**config.mk**
```make
export PLATFORM = sky130hd
export DESIGN_NAME = nibble_stream_rx
export DESIGN_NICKNAME = d
export VERILOG_FILES = /design/src/rtl/nibble_stream_rx.sv
export SDC_FILE = /design/constraint.sdc
export NUM_CORES = 1
export LEC_CHECK = 0
export BUFFER_PORTS_ARGS = -buffer_cell sky130_fd_sc_hd__buf_2
export CORE_AREA = 2 2 81 68
export DETAILED_ROUTE_END_ITERATION = 12
export DIE_AREA = 0 0 83 70
export PLACE_DENSITY_LB_ADDON = 0.08
export SKIP_CTS_REPAIR_TIMING = 1
export SLEW_MARGIN = 5
export SYNTH_ARGS = -nofsm -noshare
export SYNTH_HDL_FRONTEND = slang
export SYNTH_SLANG_ARGS = --single-unit
export TNS_END_PERCENT = 10
```
**constraint.sdc**
```tcl
create_clock -name clk -period 1.7 [get_ports clk]
set_input_delay 0.085 -clock clk [delete_from_list [all_inputs] [get_ports clk]]
set_output_delay 0.085 -clock clk [all_outputs]
set_load 0.03 [all_outputs]
```
**src/rtl/nibble_stream_rx.sv**
```systemverilog
// Receiver for the framed LSB-first nibble test-pattern stream: deserializes words and counts them.
// Sequence checking (rx_err, err_count, locked) is built only when NIBBLE_RX_SEQ_CHECK_EN is defined.
module nibble_stream_rx #(
  parameter int NIBBLE_W   = 4,
  parameter int GAP_CYCLES = 1,
  parameter int START_DLY  = 1,
  parameter int CNT_W      = 8
) (
  input  logic                clk,
  input  logic                rst,
  input  logic                SSEL,
  input  logic                MOSI,
  output logic [NIBBLE_W-1:0] rx_data,
  output logic                rx_valid,
  output logic                rx_err,
  output logic                locked,
  output logic [CNT_W-1:0]    word_count,
  output logic [CNT_W-1:0]    err_count
);

  localparam int IDX_W = $clog2(NIBBLE_W) + 1;

  typedef enum logic [1:0] {
    ST_IDLE = 2'd0,
    ST_LEAD = 2'd1,
    ST_BITS = 2'd2,
    ST_GAP  = 2'd3
  } state_t;

  state_t              state_q;
  logic                ssel_s1_q, ssel_s2_q, ssel_prev_q;
  logic                mosi_s1_q, mosi_s2_q;
  logic [IDX_W-1:0]    bit_idx_q;
  logic [3:0]          dly_q;
  logic [3:0]          gap_q;
  logic [NIBBLE_W-1:0] shift_q;
  logic [NIBBLE_W-1:0] shift_d;
  logic [NIBBLE_W-1:0] rx_data_q;
  logic                rx_valid_q;
  logic [CNT_W-1:0]    word_count_q;
  logic [CNT_W-1:0]    word_count_d;
  logic                fall_s;
  logic                last_bit_s;

  // Two-flop synchronizers plus previous-SSEL flop for edge detection.
  always_ff @(posedge clk or posedge rst) begin
    if (rst) begin
      ssel_s1_q   <= 1'b1;
      ssel_s2_q   <= 1'b1;
      ssel_prev_q <= 1'b1;
      mosi_s1_q   <= 1'b0;
      mosi_s2_q   <= 1'b0;
    end else begin
      ssel_s1_q   <= SSEL;
      ssel_s2_q   <= ssel_s1_q;
      ssel_prev_q <= ssel_s2_q;
      mosi_s1_q   <= MOSI;
      mosi_s2_q   <= mosi_s1_q;
    end
  end

  assign fall_s     = ssel_prev_q & ~ssel_s2_q;
  assign last_bit_s = (bit_idx_q == IDX_W'(NIBBLE_W - 1));
  assign shift_d    = {mosi_s2_q, shift_q[NIBBLE_W-1:1]};

  // Saturating word counter next value.
  always_comb begin
    word_count_d = word_count_q;
    if (word_count_q == {CNT_W{1'b1}}) begin
      word_count_d = word_count_q;
    end else begin
      word_count_d = word_count_q + CNT_W'(1);
    end
  end

`ifdef NIBBLE_RX_SEQ_CHECK_EN
  logic [NIBBLE_W-1:0] expected_q;
  logic                first_q;
  logic                locked_q;
  logic                rx_err_q;
  logic [CNT_W-1:0]    err_count_q;
  logic [CNT_W-1:0]    err_count_d;
  logic                mismatch_s;

  assign mismatch_s = (shift_d != expected_q);

  // Saturating error counter next value.
  always_comb begin
    err_count_d = err_count_q;
    if (err_count_q == {CNT_W{1'b1}}) begin
      err_count_d = err_count_q;
    end else begin
      err_count_d = err_count_q + CNT_W'(1);
    end
  end
`endif

  // Frame FSM; a restart on a falling edge outranks frame end and word completion.
  always_ff @(posedge clk or posedge rst) begin
    if (rst) begin
      state_q      <= ST_IDLE;
      bit_idx_q    <= '0;
      dly_q        <= 4'd0;
      gap_q        <= 4'd0;
      shift_q      <= '0;
      rx_data_q    <= '0;
      rx_valid_q   <= 1'b0;
      word_count_q <= '0;
`ifdef NIBBLE_RX_SEQ_CHECK_EN
      expected_q   <= {NIBBLE_W{1'b1}};
      first_q      <= 1'b0;
      locked_q     <= 1'b0;
      rx_err_q     <= 1'b0;
      err_count_q  <= '0;
`endif
    end else begin
      rx_valid_q <= 1'b0;
`ifdef NIBBLE_RX_SEQ_CHECK_EN
      rx_err_q   <= 1'b0;
`endif
      if (fall_s) begin
        state_q   <= (START_DLY == 0) ? ST_BITS : ST_LEAD;
        bit_idx_q <= '0;
        dly_q     <= 4'(START_DLY);
`ifdef NIBBLE_RX_SEQ_CHECK_EN
        locked_q   <= 1'b0;
        expected_q <= {NIBBLE_W{1'b1}};
        first_q    <= 1'b1;
`endif
      end else if (ssel_s2_q) begin
        state_q   <= ST_IDLE;
        bit_idx_q <= '0;
      end else begin
        case (state_q)
          ST_IDLE: state_q <= ST_IDLE;
          ST_LEAD: begin
            dly_q <= dly_q - 4'd1;
            if (dly_q <= 4'd1) begin
              state_q <= ST_BITS;
            end else begin
              state_q <= ST_LEAD;
            end
          end
          ST_BITS: begin
            shift_q <= shift_d;
            if (last_bit_s) begin
              state_q      <= ST_GAP;
              gap_q        <= 4'(GAP_CYCLES);
              bit_idx_q    <= '0;
              rx_data_q    <= shift_d;
              rx_valid_q   <= 1'b1;
              word_count_q <= word_count_d;
`ifdef NIBBLE_RX_SEQ_CHECK_EN
              rx_err_q <= mismatch_s;
              first_q  <= 1'b0;
              if (mismatch_s) begin
                err_count_q <= err_count_d;
              end else begin
                err_count_q <= err_count_q;
              end
              // Preamble hit restarts the count at 1; otherwise follow the received word.
              if (first_q && !mismatch_s) begin
                locked_q   <= 1'b1;
                expected_q <= NIBBLE_W'(1);
              end else begin
                expected_q <= shift_d + NIBBLE_W'(1);
              end
`endif
            end else begin
              bit_idx_q <= bit_idx_q + IDX_W'(1);
            end
          end
          ST_GAP: begin
            if (gap_q <= 4'd1) begin
              state_q   <= ST_BITS;
              bit_idx_q <= '0;
            end else begin
              gap_q <= gap_q - 4'd1;
            end
          end
          default: state_q <= ST_IDLE;
        endcase
      end
    end
  end

  assign rx_data    = rx_data_q;
  assign rx_valid   = rx_valid_q;
  assign word_count = word_count_q;
`ifdef NIBBLE_RX_SEQ_CHECK_EN
  assign rx_err    = rx_err_q;
  assign locked    = locked_q;
  assign err_count = err_count_q;
`else
  assign rx_err    = 1'b0;
  assign locked    = 1'b0;
  assign err_count = '0;
`endif

endmodule

```
Word level (Yosys, flattened, before mapping):

Cells that the tools add are included.

* $add $sub $neg: 4
* magnitude comparators: 2
* reductions and logical operators: 11
* muxes and demuxes: 21
* bitwise logic cells: 4
* equality and inequality tests: 10

Operator list (count)
* $mux 4: 5
* $mux 3: 4
* $mux 2: 5
* $reduce_and 5->1: 2
* $add 8x1->8 const B: 1
* $eq 8x8->1 const B: 1
* $le 4x1->1 const B: 2
* $ne 4x4->1 const B: 2
* $pmux 2 s4: 1
* $pmux 4 s2: 1
* $sub 4x1->4 const B: 2
* $pmux 3 s2: 1
* $reduce_and 2->1: 3
* $eq 2x2->1 const B: 2
* $mux 1: 4
* $ne 2x2->1 const B: 2
* $reduce_and 4->1: 1
* $reduce_bool 2->1: 2
* $reduce_bool 4->1: 1
* $add 3x1->3 const B: 1
* $eq 3x2->1 const B: 1
* $not 1->1: 3
* $reduce_and 3->1: 1
* $eq 2x1->1 const B: 1
* 3 further kinds: 3

* output and inout bits: 23
* bits in registers: 35
* input bits: 4
* logic and storage cells: 65

Depth between registers and ports, before layout:

Gate-level depths: netlist of run 1.

* word-level depth: 5
* depth in mapped cells: 6
* depth with buffers taken out: 6

Worst setup path before layout of run 1:

No wires, ideal clock.

* path kind: register -> register
* start point: reg bit_idx_q[0]
* end point: reg rx_data_q[0] (netlist: rx_data[0])
* stages on the path, launching flop included: 6
* arrival time: 1.482 ns
* data required time: 1.575 ns
* buffers on the path: 1
* slack: 0.093 ns
* cell sequence: dfrtp_1 ha_1 and2b_2 nor4b_4 buf_6 mux2_2

* longest elaborated chain between the ends: 2

RTL lines
* start, declared: line 33 `logic [IDX_W-1:0] bit_idx_q;`
* start signal, assigned: line 170 `bit_idx_q <= bit_idx_q + IDX_W'(1);`
* $eq 3x2->1: line 63 `assign last_bit_s = (bit_idx_q == IDX_W'(NIBBLE_W - 1));`
* $reduce_and 4->1 (no source line)
* end signal, assigned: line 150 `rx_data_q <= shift_d;`
* end, declared: line 38 `logic [NIBBLE_W-1:0] rx_data_q;`

Every way passes these cells.
A chain may end at the register's enable or synchronous reset.

Worst setup path in the final report of run 1:

* start point: reg bit_idx_q[0]
* end point: reg rx_data_q[3] (netlist: rx_data[3])

Same word-level chain as after synthesis.

==> results of run 1 <==
## layout by cell type, fill, tap and decap left out, types with 4 or more instances in the layout
cell	n
ha_1	5
nor2_1	5
clkbuf_8	6
xnor2_1	4
nor3_1	6
conb_1	10
buf_2	16
mux2_2	8
dfrtp_1	31
a21oi_1	11
inv_1	8
nand3_1	4
buf_4	11
nand2_1	8
## per-layer routing
| layer | vias to the layer above | wire length (um) | GRT usage, % |
|---|---|---|---|
| li1 | 580 | - | - |
| met1 | 571 | 1623 | 16.80 |
| met2 | 24 | 1401 | 16.40 |
| met3 | 5 | 107 | 3.191 |
| met4 | 0 | 29 | 3.825 |
| met5 | - | 0 | 0 |
## worst max-delay path by stage
stage | cells after the start | endpoint
floorplan | 5 | rx_data[0]
global placement | 6 | bit_idx_q[0]
detailed placement | 6 | word_count[1]
CTS | 6 | word_count[1]
global route | 6 | rx_data[1]
finish | 6 | rx_data[3]
## sequential cells by signal (all words and copies together) (netlist names)
register     flops
word_count       8
dly_q            4
gap_q            4
rx_data          4
bit_idx_q        3
shift_q          3
state_q          2
mosi_s1_q        1
mosi_s2_q        1
rx_valid         1
ssel_prev_q      1
ssel_s1_q        1
ssel_s2_q        1
## report_power, final
group	switching [mW]	internal [mW]
logic	0.139	0.0934
registers	0.0425	0.862
clock network	0.297	0.325
total	0.479	1.28
## layout make-up
type / instances / area, um2
Inverter: 8 / 30.03
Sequential cell: 34 / 854.6
Tap cell: 65 / 81.33
Fill cell: 511 / 3112
Clock buffer: 6 / 82.58
Clock inverter: 2 / 12.51
Multi-Input combinational cell: 104 / 747.0
Timing Repair Buffer: 32 / 215.2
## cells by family (layout without fill, tap and decap cells)
logic type	Yosys count	in the layout	share of synthesized area, %
and+or+nand+nor	46	46	16.70
DFF	34	34	50.71
AOI/OAI and AO/OA	25	25	9.577
buffers and inverters	23	48	7.869
muxes	11	11	7.350
adders and majority gates	6	6	4.454
xor gates and xnor gates	6	6	3.118
other	1	10	0.2225
## stage by stage
| step | setup slack, ps | area [um2] | instances | hold slack (ps) |
|---|---|---|---|---|
| 6_report | 76.50 | 2023 | 251 | 351.9 |
| 5_1_grt | -30.34 | 2023 | 251 | 361.5 |
| 3_5_place_dp | 23.31 | 1853 | 237 | 191.8 |
| 3_3_place_gp | 68.53 | 1853 | 237 | 190.7 |
| 4_1_cts | 8.158 | 1948 | 245 | -115.0 |
| 2_1_floorplan | 92.99 | 1719 | 161 | 89.48 |
## critical path, cell delays in order, from the launching register on
cell and delay (ps):
dfrtp_1 370, ha_2 180, and2b_2 150, nor4b_4 200
buf_6 170, buf_6 110, mux2_2 330
## cell usage after synthesis (2+ instances only)
| library cell | number | area, um2 |
|---|---|---|
| buf_4 | 10 | 75.07 |
| or2_2 | 2 | 12.51 |
| nor2_1 | 6 | 22.52 |
| mux2_1 | 3 | 33.78 |
| dfrtp_1 | 31 | 775.7 |
| o21ai_0 | 3 | 15.01 |
| nor4_1 | 2 | 12.51 |
| nand4b_1 | 2 | 17.52 |
| clkbuf_1 | 3 | 11.26 |
| and3_1 | 3 | 18.77 |
| nand2_1 | 8 | 30.03 |
| ha_1 | 6 | 75.07 |
| nand4_1 | 2 | 12.51 |
| xor2_1 | 2 | 17.52 |
| inv_1 | 8 | 30.03 |
| mux2_2 | 8 | 90.09 |
| xnor2_1 | 4 | 35.03 |
| nand3_1 | 4 | 20.02 |
| a21oi_1 | 11 | 55.05 |
| and3_2 | 3 | 22.52 |
| nor3_1 | 7 | 35.03 |
| dfstp_2 | 3 | 78.83 |
| o31ai_1 | 2 | 15.01 |
| and2b_2 | 2 | 17.52 |
==> reports/metrics.csv, run 1 <==
metric,value,unit
die area,5810,um2
Setup crit start,bit_idx_q[0],
# rows,24,
global route overflow,0,
Starting Density,32.82,%
Most used DFF post-synth,dfrtp_1,
register area share after synthesis,50.71,%
"FF+latch count, synth",34,
Pleak,1.019,nW
FMAX,616.0,MHz
Die X-Extent,83,um
final setup vio count,0,
count of different cell masters after synthesis,41,
IO Count,27,
Worst Setup End Kind,register,
"Clk Latency, worst-skew pair",280,ps
vias in the first global route,1100,
Final Cycle Share,95.50,%
R2R cell count,6,
WP data required,1860,ps
R2R Setup Slk,80,ps
fin util,39.40,%
Placer Congestion,0.7813,
number of flops mapped to enable cells by yosys,0,
I/O Buffers,16,
Syn Area/Cell,11.09,um2
r2r startpoint,bit_idx_q[0],
core area,5135,um2
RSZ-0062 raised after global routing,true,
Max Cap Violations,0,
Antenna Nets Post-Route,0,
clk slew on worst S/H paths,70,ps
worst-path maximum fanout,8,
Netlist Area Pre-Place,1685,um2
Period minus WS final,1623,ps
vias per inst,4.701,
Post-DP HPWL,2.198,mm
fin. max-slew vios,0,
GR Util All Layers,11.51,%
H-tree levels,2,
area grow syn2layout,20.04,%
WHS Path Cells,0,
startpoint types,register,
Max IR drop VDD,526.4,uV
DRC viols,0,
Worst Setup Path Type,reg -> reg,
layout cells sized above 1,34.41,%
ys async rst share,100.0,%
Root Buffer,clkbuf_8,
yosys warns,0,
status,finished clean,
DR pass1 iterations,4,
Nets,195,
CTS tree,built,
via count,1180,
worst hold path type,reg -> reg,
global-route wire length before repair,5.388,mm
Reg-to-Reg End,rx_data[3],
Sink Count,34,
diode count,0,
hold_sp,mosi_s1_q,
DRT iter0 DRCs,51,
Final Power,1.760,mW
Num CTS Buffers,5,
Clock Path Buffers,2,
antenna violations before repair,0,
final hold vios,0,
Critical Path AT,1790,ps
Hold Path End,mosi_s2_q,
chip height,70,um
Cells after Synth,152,
largest net degree at the start of global routing,35,
pwr/cell area,869.8,nW/um2
Final Skew,4.288,ps
Avg WL per Cell,12.59,um
final WL,3.161,mm
setup tns final,0,ps
Note: power is estimated with default switching activity, not from simulation.
==> run 2: changes to the inputs <==
--- a/config.mk
+++ b/config.mk
@@ -9,7 +9,7 @@
 export CORE_AREA = 2 2 81 68
 export DETAILED_ROUTE_END_ITERATION = 12
 export DIE_AREA = 0 0 83 70
-export PLACE_DENSITY_LB_ADDON = 0.08
+export PLACE_DENSITY = 0.59
 export SKIP_CTS_REPAIR_TIMING = 1
 export SLEW_MARGIN = 5
 export SYNTH_ARGS = -nofsm -noshare
==> reports/metrics.csv, run 2 (same netlist as run 1, synthesis figures left out) <==
metric,value,unit,change
ordered cell list for the critical path,"ha_1, and2b_2, nor4b_4, buf_12, nand4_1, mux2_1",,"was ha_2, and2b_2, nor4b_4, buf_6, buf_6, mux2_2"
Final WS setup,23.54,ps,was 76.50 ps
worst hold path type,reg -> reg,,unchanged
highest metal used,met4,,unchanged
Post-DP HPWL,1.922,mm,was 2.198 mm
layout cells sized above 1,30.77,%,was 34.41%
WL met1,1.509,mm,was 1.623 mm
DR pass1 iterations,4,,unchanged
vias in the first global route,1081,,was 1100
startpoint types,register,,unchanged
Max IR drop VDD,424.9,uV,was 526.4 uV
Nets,191,,was 195
Worst Setup End Kind,register,,unchanged
Period minus WS final,1676,ps,was 1623 ps
WP data required,1870,ps,was 1860 ps
die area,5810,um2,unchanged
vias per inst,4.668,,was 4.701
Worst Setup Path Type,reg -> reg,,unchanged
"Clk Latency, worst-skew pair",290,ps,was 280 ps
status,finished clean,,unchanged
I/O Buffers,16,,unchanged
Starting Density,32.82,%,unchanged
IO Count,27,,unchanged
post-place setup slack,23.15,ps,was 23.31 ps
combinational power share,13.8,%,was 13.2%
# rows,24,,unchanged
Sw Pwr,0.4658,mW,was 0.4792 mW
worst-path maximum fanout,12,,was 8
CTS tree,built,,unchanged
RSZ-0062 raised after global routing,true,,unchanged
Slowest cell on crit path,dfrtp_1,,unchanged
"most common cell after layout, fill and taps aside",dfrtp_1,,unchanged
Avg WL per Cell,11.58,um,was 12.59 um
met2 WL,1.187,mm,was 1.401 mm
Critical Path AT,1840,ps,was 1790 ps
DR WL met3,109,um,was 107 um
antenna violations before repair,0,,unchanged
"Buf+Inv Stages, Crit Path",1,,was 2
final hold slack,355.6,ps,was 351.9 ps
max reg flops,8,,unchanged
Num CTS Buffers,5,,unchanged
final WL,2.861,mm,was 3.161 mm
Antenna Nets Post-Route,0,,unchanged
Sink Count,34,,unchanged
global route overflow,0,,unchanged
DRC viols,0,,unchanged
internal power,1.246,mW,was 1.281 mW
Placer Congestion,0.7799,,was 0.7813
# fillers,505,,was 511
pwr/cell area,864.9,nW/um2,was 869.8 nW/um2
Final Cycle Share,98.62,%,was 95.50%
Max Cap Violations,0,,unchanged
via count,1153,,was 1180
Sw Share,27.21,%,was 27.23%
clock share of power,33.6,%,was 35.4%
area grow syn2layout,17.45,%,was 20.04%
crit-path leading delay family,simple AND/OR/NAND/NOR gates,,was flip-flops
H-tree levels,2,,unchanged
Clock Path Buffers,2,,unchanged
Root Buffer,clkbuf_8,,unchanged
Flop pwr share,52.7,%,was 51.4%
DRT iter0 DRCs,47,,was 51
Pleak,0.9908,nW,was 1.019 nW
FMAX,596.5,MHz,was 616.0 MHz
most frequent cells in the layout,"dfrtp_1, buf_2, a21oi_1",,"was dfrtp_1, buf_2, a21oi_1, buf_4, conb_1"
global-route wire length before repair,4.954,mm,was 5.388 mm
final setup vio count,0,,unchanged
largest net degree at the start of global routing,35,,unchanged
fin. max-slew vios,0,,unchanged
clk slew on worst S/H paths,80,ps,was 70 ps
GR Util All Layers,10.65,%,was 11.51%
Die X-Extent,83,um,unchanged
chip height,70,um,unchanged
final hold vios,0,,unchanged
Final Skew,12.10,ps,was 4.288 ps
diode count,0,,unchanged
core area,5135,um2,unchanged
Slowest Stage Delay on Critical Path,360,ps,was 370 ps
[run 2: cell types whose count changed in the layout (fill, tap and decap cells not counted)]
cell,previous run,this run
buf_12,0,1
buf_4,11,8
buf_6,2,0
clkbuf_1,0,2
clkbuf_8,6,5
clkinv_2,1,0
ha_1,5,6
ha_2,1,0
nor3_1,6,7
nor3_2,1,0
[run 2: layout make-up]
cell class | count | area, um2 | area share, %
repair buffers | 28 | 190.2 | 9.608
well taps | 65 | 81.33 | 4.109
flip-flops and latches | 34 | 854.6 | 43.17
multi-input cells | 104 | 739.5 | 37.36
clock buffers | 7 | 76.32 | 3.856
clock inverters | 1 | 7.507 | 0.3793
inverters | 8 | 30.03 | 1.517
[run 2: metal layers]
layer  vias up  track usage (%)
met5         -                0
met1       555            14.69
met2        21            14.96
li1        573                -
met4         0            5.464
met3         4            3.428
[run 2: stage by stage]
stage,util [%],instance area (um2),setup TNS [ps],instances,power (mW)
floorplan,-,1719,0,161,1.112
finish,38.55,1979,0,247,1.712
CTS,37.52,1927,0,242,1.726
global placement,35.89,1843,0,234,1.144
detailed placement,35.89,1843,0,234,1.148
global route,38.55,1979,-165.3,247,1.796
[run 2: worst paths after layout]
kind                               from             to  slack, ps  cells past startpoint
max reg2reg                bit_idx_q[0]  word_count[6]         20                      6
min                           ssel_s1_q      ssel_s2_q        360                      0
max in group asynchronous           rst    ssel_prev_q        930                      4
min reg2reg                   ssel_s1_q      ssel_s2_q        360                      0
max                        bit_idx_q[0]  word_count[6]         20                      6
min in group asynchronous           rst   bit_idx_q[0]        430                      4
[run 2: power groups by stage]
stage	Sequential, mW	Clock [mW]	Combinational, mW
6_report	0.901	0.575	0.236
5_1_grt	0.908	0.621	0.267
4_1_cts	0.902	0.591	0.233
3_5_place_dp	0.915	0	0.233
3_3_place_gp	0.915	0	0.228
2_1_floorplan	0.906	0	0.205
